[config.mk]
export PLATFORM = sky130hd
export DESIGN_NAME = voice_scheduler
export DESIGN_NICKNAME = d
export VERILOG_FILES = /design/src/rtl/voice_scheduler.sv
export SDC_FILE = /design/constraint.sdc
export NUM_CORES = 1
export LEC_CHECK = 0
export ABC_AREA = 0
export ABC_CLOCK_PERIOD_IN_PS = 9800
export CAP_MARGIN = 20
export CORE_MARGIN = 3
export CORE_UTILIZATION = 30
export CTS_BUF_LIST = sky130_fd_sc_hd__clkbuf_2
export CTS_CLUSTER_SIZE = 12
export DETAILED_ROUTE_END_ITERATION = 16
export PLACE_DENSITY = 0.46
export SETUP_SLACK_MARGIN = 0.02
export SYNTH_ARGS = -nofsm -noshare
export SYNTH_HDL_FRONTEND = slang
export SYNTH_SLANG_ARGS = --single-unit
export TNS_END_PERCENT = 20
[constraint.sdc]
create_clock -name clock -period 9.8 [get_ports clock]
set_input_delay 1.96 -clock clock [delete_from_list [all_inputs] [get_ports clock]]
set_output_delay 1.96 -clock clock [all_outputs]
set_load 0.1 [all_outputs]
[src/rtl/voice_scheduler.sv]
// voice_scheduler: maps the two held MIDI keys onto two stable oscillator
// slots and commits slot changes only on vsync rising edges. A frame
// cooldown separates consecutive commits.
module voice_scheduler #(
    parameter int BASE_KEY        = 48,
    parameter int COOLDOWN_FRAMES = 2,
    parameter int CNT_W           = 8
) (
    input  logic             clock,
    input  logic             reset_n,
    input  logic             midi_ready,
    input  logic [6:0]       key1_index,
    input  logic [6:0]       key2_index,
    input  logic             vsync,
    output logic [4:0]       freq_id1,
    output logic [4:0]       freq_id2,
    output logic             freq_valid1,
    output logic             freq_valid2,
    output logic             new_freq,
    output logic             pending,
    output logic [CNT_W-1:0] commit_count,
    output logic [CNT_W-1:0] coalesce_count
);

    localparam int         CD_W   = (COOLDOWN_FRAMES < 2) ? 1 : $clog2(COOLDOWN_FRAMES + 1);
    localparam logic [6:0] KEY_LO = 7'(BASE_KEY);
    localparam logic [6:0] KEY_HI = 7'(BASE_KEY + 31);

    typedef enum logic {
        READY,
        COOLDOWN
    } state_t;

    state_t            state_reg;
    state_t            state_next;
    logic [CD_W-1:0]   cnt_reg;
    logic [CD_W-1:0]   cnt_next;
    logic              commit;

    logic              prev_vsync;
    logic              vs_rise;

    // Pending (uncommitted) slot assignment.
    logic [4:0]        pend_id1;
    logic [4:0]        pend_id2;
    logic              pend_v1;
    logic              pend_v2;
    logic              pend_valid;

    // Decoded notes.
    logic              n1_v;
    logic              n2_v;
    logic [4:0]        n1_id;
    logic [4:0]        n2_id;

    // Basis the new event is evaluated against.
    logic              b_v1;
    logic              b_v2;
    logic [4:0]        b_id1;
    logic [4:0]        b_id2;

    // New slot assignment.
    logic              keep1;
    logic              keep2;
    logic              rem1;
    logic              rem2;
    logic              res_v1;
    logic              res_v2;
    logic [4:0]        res_id1;
    logic [4:0]        res_id2;

    // Committed values the new assignment is compared against.
    logic              t_v1;
    logic              t_v2;
    logic [4:0]        t_id1;
    logic [4:0]        t_id2;
    logic              differs;
    logic              coalesce;

    // A key is playable only inside the 32-key window starting at BASE_KEY.
    function automatic logic key_ok(input logic [6:0] key);
        return (key != 7'd0) && (key >= KEY_LO) && (key <= KEY_HI);
    endfunction

    function automatic logic [4:0] key_id(input logic [6:0] key);
        return 5'(key - KEY_LO);
    endfunction

    assign vs_rise = vsync & ~prev_vsync;
    assign pending = pend_valid;

    // Decode keys into at most two distinct notes; a duplicate second key is dropped.
    always_comb begin
        n1_v  = key_ok(key1_index);
        n1_id = key_id(key1_index);
        n2_id = key_id(key2_index);
        n2_v  = key_ok(key2_index) && !(n1_v && (n2_id == n1_id));
    end

    // Select the basis: the pending assignment if one exists, else the committed slots.
    always_comb begin
        if (pend_valid) begin
            b_v1  = pend_v1;
            b_id1 = pend_id1;
            b_v2  = pend_v2;
            b_id2 = pend_id2;
        end else begin
            b_v1  = freq_valid1;
            b_id1 = freq_id1;
            b_v2  = freq_valid2;
            b_id2 = freq_id2;
        end
    end

    // Keep slots whose note is still held, then place the remaining notes in free slots.
    always_comb begin
        keep1 = b_v1 && ((n1_v && (b_id1 == n1_id)) || (n2_v && (b_id1 == n2_id)));
        keep2 = b_v2 && ((n1_v && (b_id2 == n1_id)) || (n2_v && (b_id2 == n2_id)));
        rem1  = n1_v && !(keep1 && (b_id1 == n1_id)) && !(keep2 && (b_id2 == n1_id));
        rem2  = n2_v && !(keep1 && (b_id1 == n2_id)) && !(keep2 && (b_id2 == n2_id));

        // Unplaced slots are silenced but keep their previous id.
        res_v1  = keep1;
        res_id1 = b_id1;
        res_v2  = keep2;
        res_id2 = b_id2;

        if (rem1) begin
            if (!res_v1) begin
                res_v1  = 1'b1;
                res_id1 = n1_id;
            end else if (!res_v2) begin
                res_v2  = 1'b1;
                res_id2 = n1_id;
            end
        end
        if (rem2) begin
            if (!res_v1) begin
                res_v1  = 1'b1;
                res_id1 = n2_id;
            end else if (!res_v2) begin
                res_v2  = 1'b1;
                res_id2 = n2_id;
            end
        end
    end

    // Compare the new assignment with the committed slots (including a commit happening now).
    always_comb begin
        if (commit) begin
            t_v1  = pend_v1;
            t_id1 = pend_id1;
            t_v2  = pend_v2;
            t_id2 = pend_id2;
        end else begin
            t_v1  = freq_valid1;
            t_id1 = freq_id1;
            t_v2  = freq_valid2;
            t_id2 = freq_id2;
        end
        differs = (res_v1 != t_v1) || (res_v1 && t_v1 && (res_id1 != t_id1)) ||
                  (res_v2 != t_v2) || (res_v2 && t_v2 && (res_id2 != t_id2));
        // An event landing on a commit edge starts a new pending set, not a coalesce.
        coalesce = midi_ready && pend_valid && !commit && differs;
    end

    // Commit FSM: next state, cooldown count and commit strobe.
    always_comb begin
        state_next = state_reg;
        cnt_next   = cnt_reg;
        commit     = 1'b0;
        case (state_reg)
            READY: begin
                if (vs_rise && pend_valid) begin
                    commit = 1'b1;
                    if (COOLDOWN_FRAMES != 0) begin
                        state_next = COOLDOWN;
                        cnt_next   = CD_W'(COOLDOWN_FRAMES);
                    end
                end
            end
            COOLDOWN: begin
                if (vs_rise) begin
                    if (cnt_reg == CD_W'(1)) begin
                        state_next = READY;
                        cnt_next   = '0;
                    end else begin
                        cnt_next = cnt_reg - CD_W'(1);
                    end
                end
            end
            default: begin
                state_next = READY;
                cnt_next   = '0;
            end
        endcase
    end

    // FSM state and cooldown counter registers.
    always_ff @(posedge clock or negedge reset_n) begin
        if (!reset_n) begin
            state_reg <= READY;
            cnt_reg   <= '0;
        end else begin
            state_reg <= state_next;
            cnt_reg   <= cnt_next;
        end
    end

    // Delayed vsync for rising-edge detection.
    always_ff @(posedge clock or negedge reset_n) begin
        if (!reset_n) begin
            prev_vsync <= 1'b0;
        end else begin
            prev_vsync <= vsync;
        end
    end

    // Capture each MIDI event into the pending set; a commit retires it.
    always_ff @(posedge clock or negedge reset_n) begin
        if (!reset_n) begin
            pend_id1   <= '0;
            pend_id2   <= '0;
            pend_v1    <= 1'b0;
            pend_v2    <= 1'b0;
            pend_valid <= 1'b0;
        end else if (midi_ready) begin
            pend_id1   <= res_id1;
            pend_id2   <= res_id2;
            pend_v1    <= res_v1;
            pend_v2    <= res_v2;
            pend_valid <= differs;
        end else if (commit) begin
            pend_valid <= 1'b0;
        end
    end

    // Committed slot outputs and the one-cycle change strobe.
    always_ff @(posedge clock or negedge reset_n) begin
        if (!reset_n) begin
            freq_id1    <= '0;
            freq_id2    <= '0;
            freq_valid1 <= 1'b0;
            freq_valid2 <= 1'b0;
            new_freq    <= 1'b0;
        end else begin
            new_freq <= commit;
            if (commit) begin
                freq_id1    <= pend_id1;
                freq_id2    <= pend_id2;
                freq_valid1 <= pend_v1;
                freq_valid2 <= pend_v2;
            end
        end
    end

    // Diagnostic counters, wrapping silently.
    always_ff @(posedge clock or negedge reset_n) begin
        if (!reset_n) begin
            commit_count   <= '0;
            coalesce_count <= '0;
        end else begin
            if (commit) begin
                commit_count <= commit_count + CNT_W'(1);
            end
            if (coalesce) begin
                coalesce_count <= coalesce_count + CNT_W'(1);
            end
        end
    end

endmodule

=== Yosys cells after proc, flatten, opt, wreduce, memory -nomap -nowiden ===
Cells that the tools add are included.

* Bits in registers: 46
* Bits in latches: 0
* RAM bits: 0
* Bits in read-only memories: 0
* Bits of input ports: 18
* Output and inout bits: 30
* Word-level logic and storage cells: 117
* Memories kept: 0

* Add/subtract/negate cells: 5
* $mul: 0
* Div/mod/pow operators: 0
* Order comparisons: 4
* Eq/ne operators: 12
* Shifts and indexed selects: 0
* Mux-type cells: 35
* Bitwise gates (word level): 3
* Reduce and logical (&&, ||, !) cells: 43

{| class="wikitable"
|+ Operators with widths
! operator !! number
|-
| 5-bit two-way mux || 14
|-
| 1-bit logical AND || 28
|-
| 5-bit == test || 5
|-
| 8-bit by 1-bit adder with 8-bit output, second input constant || 2
|-
| 1-bit two-way mux || 16
|-
| 7-bit by 6-bit greater-or-equal comparator with 1-bit output, second input constant || 2
|-
| 7-bit <= comparator, second input constant || 2
|-
| 7-bit nonzero test || 2
|-
| 5-bit != test || 2
|-
| 5-bit subtractor, second input constant || 2
|-
| 1-bit zero test || 6
|-
| 2-bit two-way mux || 3
|-
| 1-bit logical OR || 5
|-
| 2-bit case mux with 2 select lines || 1
|-
| 2-bit by 1-bit == test with 1-bit output, second input constant || 1
|-
| 1-bit != test || 2
|-
| 2-bit by 1-bit != test with 1-bit output, second input constant || 1
|-
| 2-bit != test, second input constant || 1
|-
| 1-bit NOT || 2
|-
| 1-bit case mux with 2 select lines || 1
|-
| 2-bit AND reduction || 1
|-
| 2-bit nonzero test || 1
|-
| 2-bit by 1-bit subtractor with 2-bit output, second input constant || 1
|-
| 1-bit bitwise AND || 1
|}

=== Logic depth before layout (Yosys ltp) ===
Gate-level depths: netlist of run 1.

* Depth in word-level cells: 22
* Depth in mapped cells: 17
* Gate-level depth less buffers: 15

=== Least setup slack after synthesis of run 1 ===
Ideal clock, no wire load.

* Kind: input port to flip-flop
* Start point: input port key2_index[1]
* End point: register coalesce_count[1]
* Setup time: 0.129 ns
* Data arrival time: 4.955 ns
* Required time: 9.671 ns
* Path slack: 4.717 ns
* Stages: 15
* Path buffers: 1
* Path through: clkbuf_1 xor2_1 o32ai_1 a32oi_1 o211ai_1 nand3_1 a21boi_0 o22ai_1 ha_1 nor2_1 o31ai_1 a2111oi_4 a41oi_4 o21ai_2 mux2_1

* Elaborated cells between the ends (all ways): 58
* Those cells by class: add/sub: 1; order compare: 2; eq/ne: 7; mux: 16; reduce/logical: 32

{| class="wikitable"
|+ RTL lines
! what !! RTL line !! text
|-
| from (decl) || 13 || <nowiki>input logic [6:0] key2_index,</nowiki>
|-
| 5-bit subtractor || 86 || <nowiki>return 5'(key - KEY_LO);</nowiki>
|-
| 5-bit == test || 97 || <nowiki>n2_v = key_ok(key2_index) && !(n1_v && (n2_id == n1_id));</nowiki>
|-
| 1-bit logical AND || 97 ||
|-
| 1-bit zero test || 97 ||
|-
| 1-bit logical AND || 97 ||
|-
| 1-bit logical AND || 117 || <nowiki>keep1 = b_v1 && ((n1_v && (b_id1 == n1_id)) || (n2_v && (b_id1 == n2_id)));</nowiki>
|-
| 1-bit logical OR || 117 ||
|-
| 1-bit logical AND || 117 ||
|-
| [4 not listed] || n/a ||
|-
| 1-bit two-way mux || 128 || <nowiki>if (rem1) begin</nowiki>
|-
| 1-bit two-way mux || 138 || <nowiki>if (!res_v1) begin</nowiki>
|-
| 1-bit two-way mux * || 137 || <nowiki>if (rem2) begin</nowiki>
|-
| via res_v2 || 68 || <nowiki>logic res_v2;</nowiki>
|-
| 1-bit != test or 1-bit logical AND (tied branches) || 162 || <nowiki>(res_v2 != t_v2) || (res_v2 && t_v2 && (res_id2 != t_id2));</nowiki>
|-
| 1-bit logical OR or 1-bit logical AND (tied branches) || 161, 162 ||
|-
| 1-bit logical OR * || 162 ||
|-
| 1-bit logical AND * || 164 || <nowiki>coalesce = midi_ready && pend_valid && !commit && differs;</nowiki>
|-
| to (signal assigned) || 267 || <nowiki>coalesce_count <= coalesce_count + CNT_W'(1);</nowiki>
|-
| to (decl) || 22 || <nowiki>output logic [CNT_W-1:0] coalesce_count</nowiki>
|}

The timed path passes the listed nets; every way through them passes the cells marked *.
A chain may end at the register's enable or synchronous reset.

=== Worst setup path in the final report of run 1 ===
* Start point: input port key2_index[4]
* End point: register coalesce_count[1]

The elaborated chain is that of the path after synthesis.

==> results.md, run 1 <==
* CTS tree: yes
* Core area at 10400 um2
* Leak at 0.00155 uW
* FF+latch count, synth at 46
* Worst Hold Depth at 1
* Clock-pin transition on the worst setup and hold timing paths at 0.26 ns
* Worst-Margin Slew at 1.00 ns
* Post-CTS sizing at 0
* Delay-heaviest family, CP: simple AND/OR/NAND/NOR gates
* First-pass GRT wire length at 14500 um
* Met1 WL at 4450 um
* Routed WL at 8730 um
* Routed Antenna Nets at 0
* WL/cell at 16.7 um
* Status: finished clean
* Setup TNS at 0 ns
* WL met2 at 3810 um
* Starting density of the core at 31.1%
* Share of cells above drive strength 1 at 7.47%
* CP peak stage delay at 0.64 ns
* Max-slew headroom at 33.1%
* Total Die Area at 12000 um2
* Main flop type after synthesis: dfrtp_1
* Worst path bufs/invs at 1
* CP Cell Sequence: clkdlybuf4s50_1 > xor2_1 > nor3_1 > nand3_1 > nand2b_1 > nand3_1 > a21boi_0 > o22ai_1 > ha_1 > nor2_1 > o31ai_1 > a2111oi_4 > a41oi_4 > o21ai_2 > mux2_1
* Reg-to-reg slack, setup at 5.00 ns
* Final WS setup at 4.08 ns
* Power Density at 349 nW/um2
* Iteration-0 DRC Markers at 137
* Sink Count at 46
* Tmin final at 5.72 ns
* Num CTS Buffers at 5
* RSZ-0062 raised after global routing: no
* Area delta synth->final at 19.0%
* Critical Path Slowest Stage Cell: clkdlybuf4s50_1
* Endpoints failing setup at 0
* Ys Warns at 0
* Initial antenna violation count at 0
* Terminus of the critical flop-to-flop path: coalesce_count[1]$_DFFE_PN0P_
* Placed instance count at 515
* Worst Path Max Fanout at 10
* Vias post-DR at 2686
* HP Class: reg -> reg
* Drt drc at 0
* Drt pass-1 iters at 4
* Achievable Freq at 0.175 GHz
* Worst setup path class: in -> reg
* Post-Place Setup Slack at 3.62 ns
* CP Launch Type: input port
* Via-to-Cell Ratio at 5.13
* Final hold violation count at 0
* Cell variety after synth at 66
* Slew Limit Fails at 0
* Std-Cell Rows at 37
* Cell Area, Synth at 3220 um2
* Post-CTS Setup Bufs at 0
* Most frequent cells in the layout: 46 x dfrtp_1, 46 x clkdlybuf4s50_1, 36 x nand2_1
* Clock skew at 0.0282 ns
* # H-tree levels at 2
* Synthesized area per cell at 9.21 um2
* Number of global-route vias before repair at 2617
* RD Place Congestion at 0.893
* Max Used Layer: met4
* Die height at 110 um
* Max-cap violations at 0
* Crit. End Element: flip-flop
* Worst Hold Launch: commit_count[7]$_DFFE_PN0P_
* Register area share after synthesis at 35.7%
* Inserted Diodes at 0
* Max IR drop VDD at 193 uV
* Hold endpoint: commit_count[7]$_DFFE_PN0P_
* Chip Width at 110 um
* GRT Util Overall at 15.4%
* Root Buffer: clkbuf_2
* Fin crit share at 58.4%
* Arr. time, crit path at 6.07 ns
* Fraction of registers with async set/reset at 100%
* Most frequent CP cell: nand3_1
* Max clock buf depth at 2
* Largest net degree at the start of global routing at 47
* Met3 WL at 398 um
* Hold_buf cts at 0
* Mapped Nets at 373
* Worst-Skew Late Latency at 0.42 ns
* Gr ovfl total at 0
* Syn Inst Count at 350
* RR Startpoint: pending$_DFFE_PN0P_
* Worst EP required at 10.15 ns
* Post-synth EDFFs at 0
* IO buf count at 47
* Dpl hpwl at 6540 um
* Hold Slack at 0.499 ns
* R2R cell count at 16
* Finished Layout Cells at 524
* Largest regs: coalesce_count: 8 flops, commit_count: 8 flops
* Final net count at 410
* I/O pins at 48
[synth_stat cells (all sizes together), types with 3 or more instances]
cell	n	area [um2]
nand4	4	25.0
o2111ai	3	32.5
mux2	7	78.8
inv	18	67.6
nor2	21	78.8
buf	7	48.8
o2bb2ai	3	26.3
o22ai	5	31.3
xnor2	35	307
nand2b	5	31.3
ha	5	62.6
mux2i	19	223
nand2	36	135
a21oi	23	115
o211ai	8	60.1
o21ai	21	109
o32ai	3	26.3
and3	6	37.5
nand3	9	50.1
dfrtp	46	1150
nor3	7	40.0
clkbuf	12	45.0
o211a	3	30.0
xor2	8	70.1
[routing by layer]
metal  global-route usage, %  vias to the layer above
met5                       0                        -
met4                    3.65                        0
met3                    2.11                        5
met2                    22.7                       60
met1                    23.6                     1291
li1                        -                     1330
[power by group]
group | internal (uW) | switching (uW) | total (uW)
Clock | 19.0 | 64.9 | 83.9
Sequential | 257 | 87.6 | 345
Combinational | 284 | 624 | 908
Total | 561 | 776 | 1340
[per-stage QoR]
stage          power, uW  area, um2  util [%]
3_5_place_dp        1260       3770      36.4
4_1_cts             1350       3810      36.8
3_3_place_gp        1260       3770      36.4
2_1_floorplan       1050       3220         -
6_report            1340       3830      37.0
5_1_grt             1430       3830      37.0
[worst register-to-register path, stage by stage, from the launching register on]
cell and delay, ns:
dfrtp_1 0.69, buf_4 0.38, mux2i_1 0.36, xnor2_1 0.10
nor3_1 0.31, nand3_1 0.34, nand2b_1 0.40, nand3_1 0.15
a21boi_0 0.09, o22ai_1 0.25, ha_1 0.30, nor2_1 0.13
o31ai_1 0.12, a2111oi_4 0.30, a41oi_4 0.25, o21ai_2 0.22
mux2_1 0.33
[how the worst max path moves through the flow]
| stage | from | end | cells past startpoint |
|---|---|---|---|
| detailed placement | key2_index[4] | coalesce_count[1]$_DFFE_PN0P_ | 15 |
| global route | key2_index[1] | coalesce_count[1]$_DFFE_PN0P_ | 15 |
| global placement | key2_index[4] | coalesce_count[1]$_DFFE_PN0P_ | 15 |
| CTS | key2_index[4] | coalesce_count[1]$_DFFE_PN0P_ | 15 |
| finish | key2_index[4] | coalesce_count[1]$_DFFE_PN0P_ | 15 |
| floorplan | key2_index[1] | coalesce_count[1]$_DFFE_PN0P_ | 15 |
[cell type report]
type,count,area (um2)
fill,1101,6540
multi-input combinational,267,1910
sequential,46,1150
timing repair buffer,49,493
tap,136,170
inverter,18,67.6
clock buffer,6,30.0
clock inverter,2,12.5
[logic make-up after synthesis]
group           Yosys count  synth area share, %
simple gates            100                 15.4
compound gates           93                 20.9
flops                    46                 35.7
xor+xnor                 43                 11.7
buf+inv                  37                 5.01
mux                      26                 9.36
fa+ha+maj                 5                 1.94
(Power assumes the default switching activity.)
==> inputs of run 2 (changes only) <==
--- a/config.mk
+++ b/config.mk
@@ -6,14 +6,14 @@
 export NUM_CORES = 1
 export LEC_CHECK = 0
 export ABC_AREA = 0
-export ABC_CLOCK_PERIOD_IN_PS = 9800
+export ABC_CLOCK_PERIOD_IN_PS = 4650
 export CAP_MARGIN = 20
 export CORE_MARGIN = 3
 export CORE_UTILIZATION = 30
 export CTS_BUF_LIST = sky130_fd_sc_hd__clkbuf_2
 export CTS_CLUSTER_SIZE = 12
 export DETAILED_ROUTE_END_ITERATION = 16
-export PLACE_DENSITY = 0.46
+export PLACE_DENSITY = 0.48
 export SETUP_SLACK_MARGIN = 0.02
 export SYNTH_ARGS = -nofsm -noshare
 export SYNTH_HDL_FRONTEND = slang
==> constraint.sdc (replaced) <==
create_clock -name clock -period 4.65 [get_ports clock]
set_input_delay 0.93 -clock clock [delete_from_list [all_inputs] [get_ports clock]]
set_output_delay 0.93 -clock clock [all_outputs]
set_load 0.1 [all_outputs]
==> run 2 against run 1 <==
Power up 120%. Sequential power up 110%. Die area unchanged. Global-route usage up 0.24 points. Sequential share of layout area down 1.1 points. Combinational power up 120%. Register-to-register slack worse by 4.5 ns.
==> results.md, run 2 (synthesized netlist as in run 1, its figures left out) <==
* Drt pass-1 iters at 6 (was 4)
* Met3 usage at 2.76% (was 2.11%)
* Endpoints failing setup at 0 (unchanged)
* Max clock buf depth at 2 (unchanged)
* Initial antenna violation count at 0 (unchanged)
* Total Die Area at 12000 um2 (unchanged)
* Worst Path Max Fanout at 10 (unchanged)
* Sink Count at 46 (unchanged)
* Slew Limit Fails at 0 (unchanged)
* Area delta synth->final at 23.7% (was 19.0%)
* Fin crit share at 90.3%
* Root Buffer: clkbuf_2 (unchanged)
* Most frequent cells in the layout: 46 x dfrtp_1, 46 x clkdlybuf4s50_1, 36 x nand2_1 (unchanged)
* Inserted Diodes at 0 (unchanged)
* Die height at 110 um (unchanged)
* Largest net degree at the start of global routing at 47 (unchanged)
* Tmin final at 4.20 ns
* # H-tree levels at 2 (unchanged)
* RD Place Congestion at 0.910 (was 0.893)
* Clock network power share at 6.2% (was 6.3%)
* Std-Cell Rows at 37 (unchanged)
* GRT met1 Usage at 23.0% (was 23.6%)
* Num CTS Buffers at 5 (unchanged)
* RSZ-0062 raised after global routing: no (unchanged)
* Setup TNS at 0 ns (unchanged)
* Routed Antenna Nets at 0 (unchanged)
* CTS tree: yes (unchanged)
* I/O pins at 48 (unchanged)
* Max-slew headroom at 33.8% (was 33.1%)
* Power Density at 728 nW/um2 (was 349 nW/um2)
* Post-CTS sizing at 0 (unchanged)
* Post-CTS Setup Bufs at 0 (unchanged)
* Gr ovfl total at 0 (unchanged)
* Flop pwr share at 25.2% (was 25.8%)
* HP Class: reg -> reg (unchanged)
* Worst EP required at 5.02 ns (was 10.15 ns)
* Clock-pin transition on the worst setup and hold timing paths at 0.25 ns (was 0.26 ns)
* CP Launch Type: flip-flop (was input port)
* Total chip power at 2900 uW (was 1340 uW)
* Final net count at 432 (was 410)
* Hold_buf cts at 0 (unchanged)
* Final hold violation count at 0 (unchanged)
* Chip Width at 110 um (unchanged)
* Max IR drop VDD at 423 uV (was 193 uV)
* Starting density of the core at 31.1% (unchanged)
* WL/cell at 16.5 um (was 16.7 um)
* First-pass GRT wire length at 14500 um (about the same)
* Number of global-route vias before repair at 2730 (was 2617)
* Worst setup path class: reg -> reg (was in -> reg)
* Vias post-DR at 2757 (was 2686)
* P_int at 1250 uW (was 561 uW)
* Largest regs: coalesce_count: 8 flops, commit_count: 8 flops (unchanged)
* Drt drc at 0 (unchanged)
* Switching Power at 1650 uW (was 776 uW)
* Via-to-Cell Ratio at 5.05 (was 5.13)
* GR Layer Usage met2 at 23.7% (was 22.7%)
* Core area at 10400 um2 (unchanged)
* Share of cells above drive strength 1 at 12.4% (was 7.47%)
* Max-cap violations at 0 (unchanged)
* Leak at 0.00165 uW (was 0.00155 uW)
* Routed WL at 9010 um (was 8730 um)
* Hold Slack at 0.493 ns (was 0.499 ns)
* Clock skew at 0.0106 ns (was 0.0282 ns)
* Iteration-0 DRC Markers at 184 (was 137)
* IO buf count at 47 (unchanged)
* Worst-Skew Late Latency at 0.42 ns (about the same)
* GR peak layer: met2 (was met1)
* Comb pwr share at 68.7% (was 67.9%)
* Worst-Margin Slew at 0.990 ns (was 1.00 ns)
* Arr. time, crit path at 4.56 ns (was 6.07 ns)
* Crit. End Element: flip-flop (unchanged)
* GRT Util Overall at 15.6% (was 15.4%)
* Dpl hpwl at 6730 um (was 6540 um)
* Status: finished clean (unchanged)
* Net Sw Frac at 57.0% (was 58.1%)
* Achievable Freq at 0.238 GHz
==> run 2: cell type report <==
cell class / instances / area [um2]
Sequential cell: 46 / 1150
Clock buffer: 6 / 30.0
Tap cell: 136 / 170
Inverter: 18 / 67.6
Timing Repair Buffer: 71 / 646
Fill cell: 1066 / 6380
Clock inverter: 2 / 12.5
Multi-Input combinational cell: 267 / 1910
==> run 2: metrics by stage <==
stage	util (%)	instance area, um2	worst slack (ns)	std cells
3_5_place_dp	38.0	3940	0.129	538
2_1_floorplan	-	3220	0.297	350
5_1_grt	38.4	3990	0.107	546
3_3_place_gp	38.0	3940	0.195	538
6_report	38.4	3990	0.453	546
4_1_cts	38.4	3990	0.418	546
==> run 2: power by group through the flow <==
stage	registers, uW	clock network (uW)	logic, uW
CTS	731	190	2000
global placement	735	0	2000
floorplan	1340	0	880
finish	730	179	1990
detailed placement	740	0	1990
global route	759	211	2140
==> run 2: metal layers <==
layer / wire length (um) / up-vias
met2: 3930 / 47
met1: 4700 / 1337
li1: - / 1365
met4: 109 / 0
met3: 275 / 8
met5: 0 / -
==> run 2: worst max-delay path: stages, from the launching register on <==
cell	delay, ns
dfrtp_1	0.71
buf_4	0.30
mux2i_2	0.34
xor2_1	0.15
nor4_4	0.34
a32oi_1	0.18
o211ai_1	0.23
nand3_1	0.10
a21boi_0	0.18
o22ai_1	0.11
ha_1	0.32
nor2_1	0.10
o31ai_1	0.11
a2111oi_4	0.26
a41oi_4	0.16
buf_4	0.19
o2111ai_1	0.21
xnor2_1	0.15
==> run 2: worst paths after layout <==
check	startpoint	to	slack [ns]	cells after the start
worst max-delay path	pending$_DFFE_PN0P_	coalesce_count[7]$_DFFE_PN0P_	0.45	17
worst min-delay path	commit_count[7]$_DFFE_PN0P_	commit_count[7]$_DFFE_PN0P_	0.49	1
worst max register to register	pending$_DFFE_PN0P_	coalesce_count[7]$_DFFE_PN0P_	0.45	17
worst min register to register	commit_count[7]$_DFFE_PN0P_	commit_count[7]$_DFFE_PN0P_	0.49	1
max in group asynchronous	reset_n	freq_id1[2]$_DFF_PN0_	3.67	2
min in group asynchronous	reset_n	freq_id2[2]$_DFF_PN0_	0.55	2
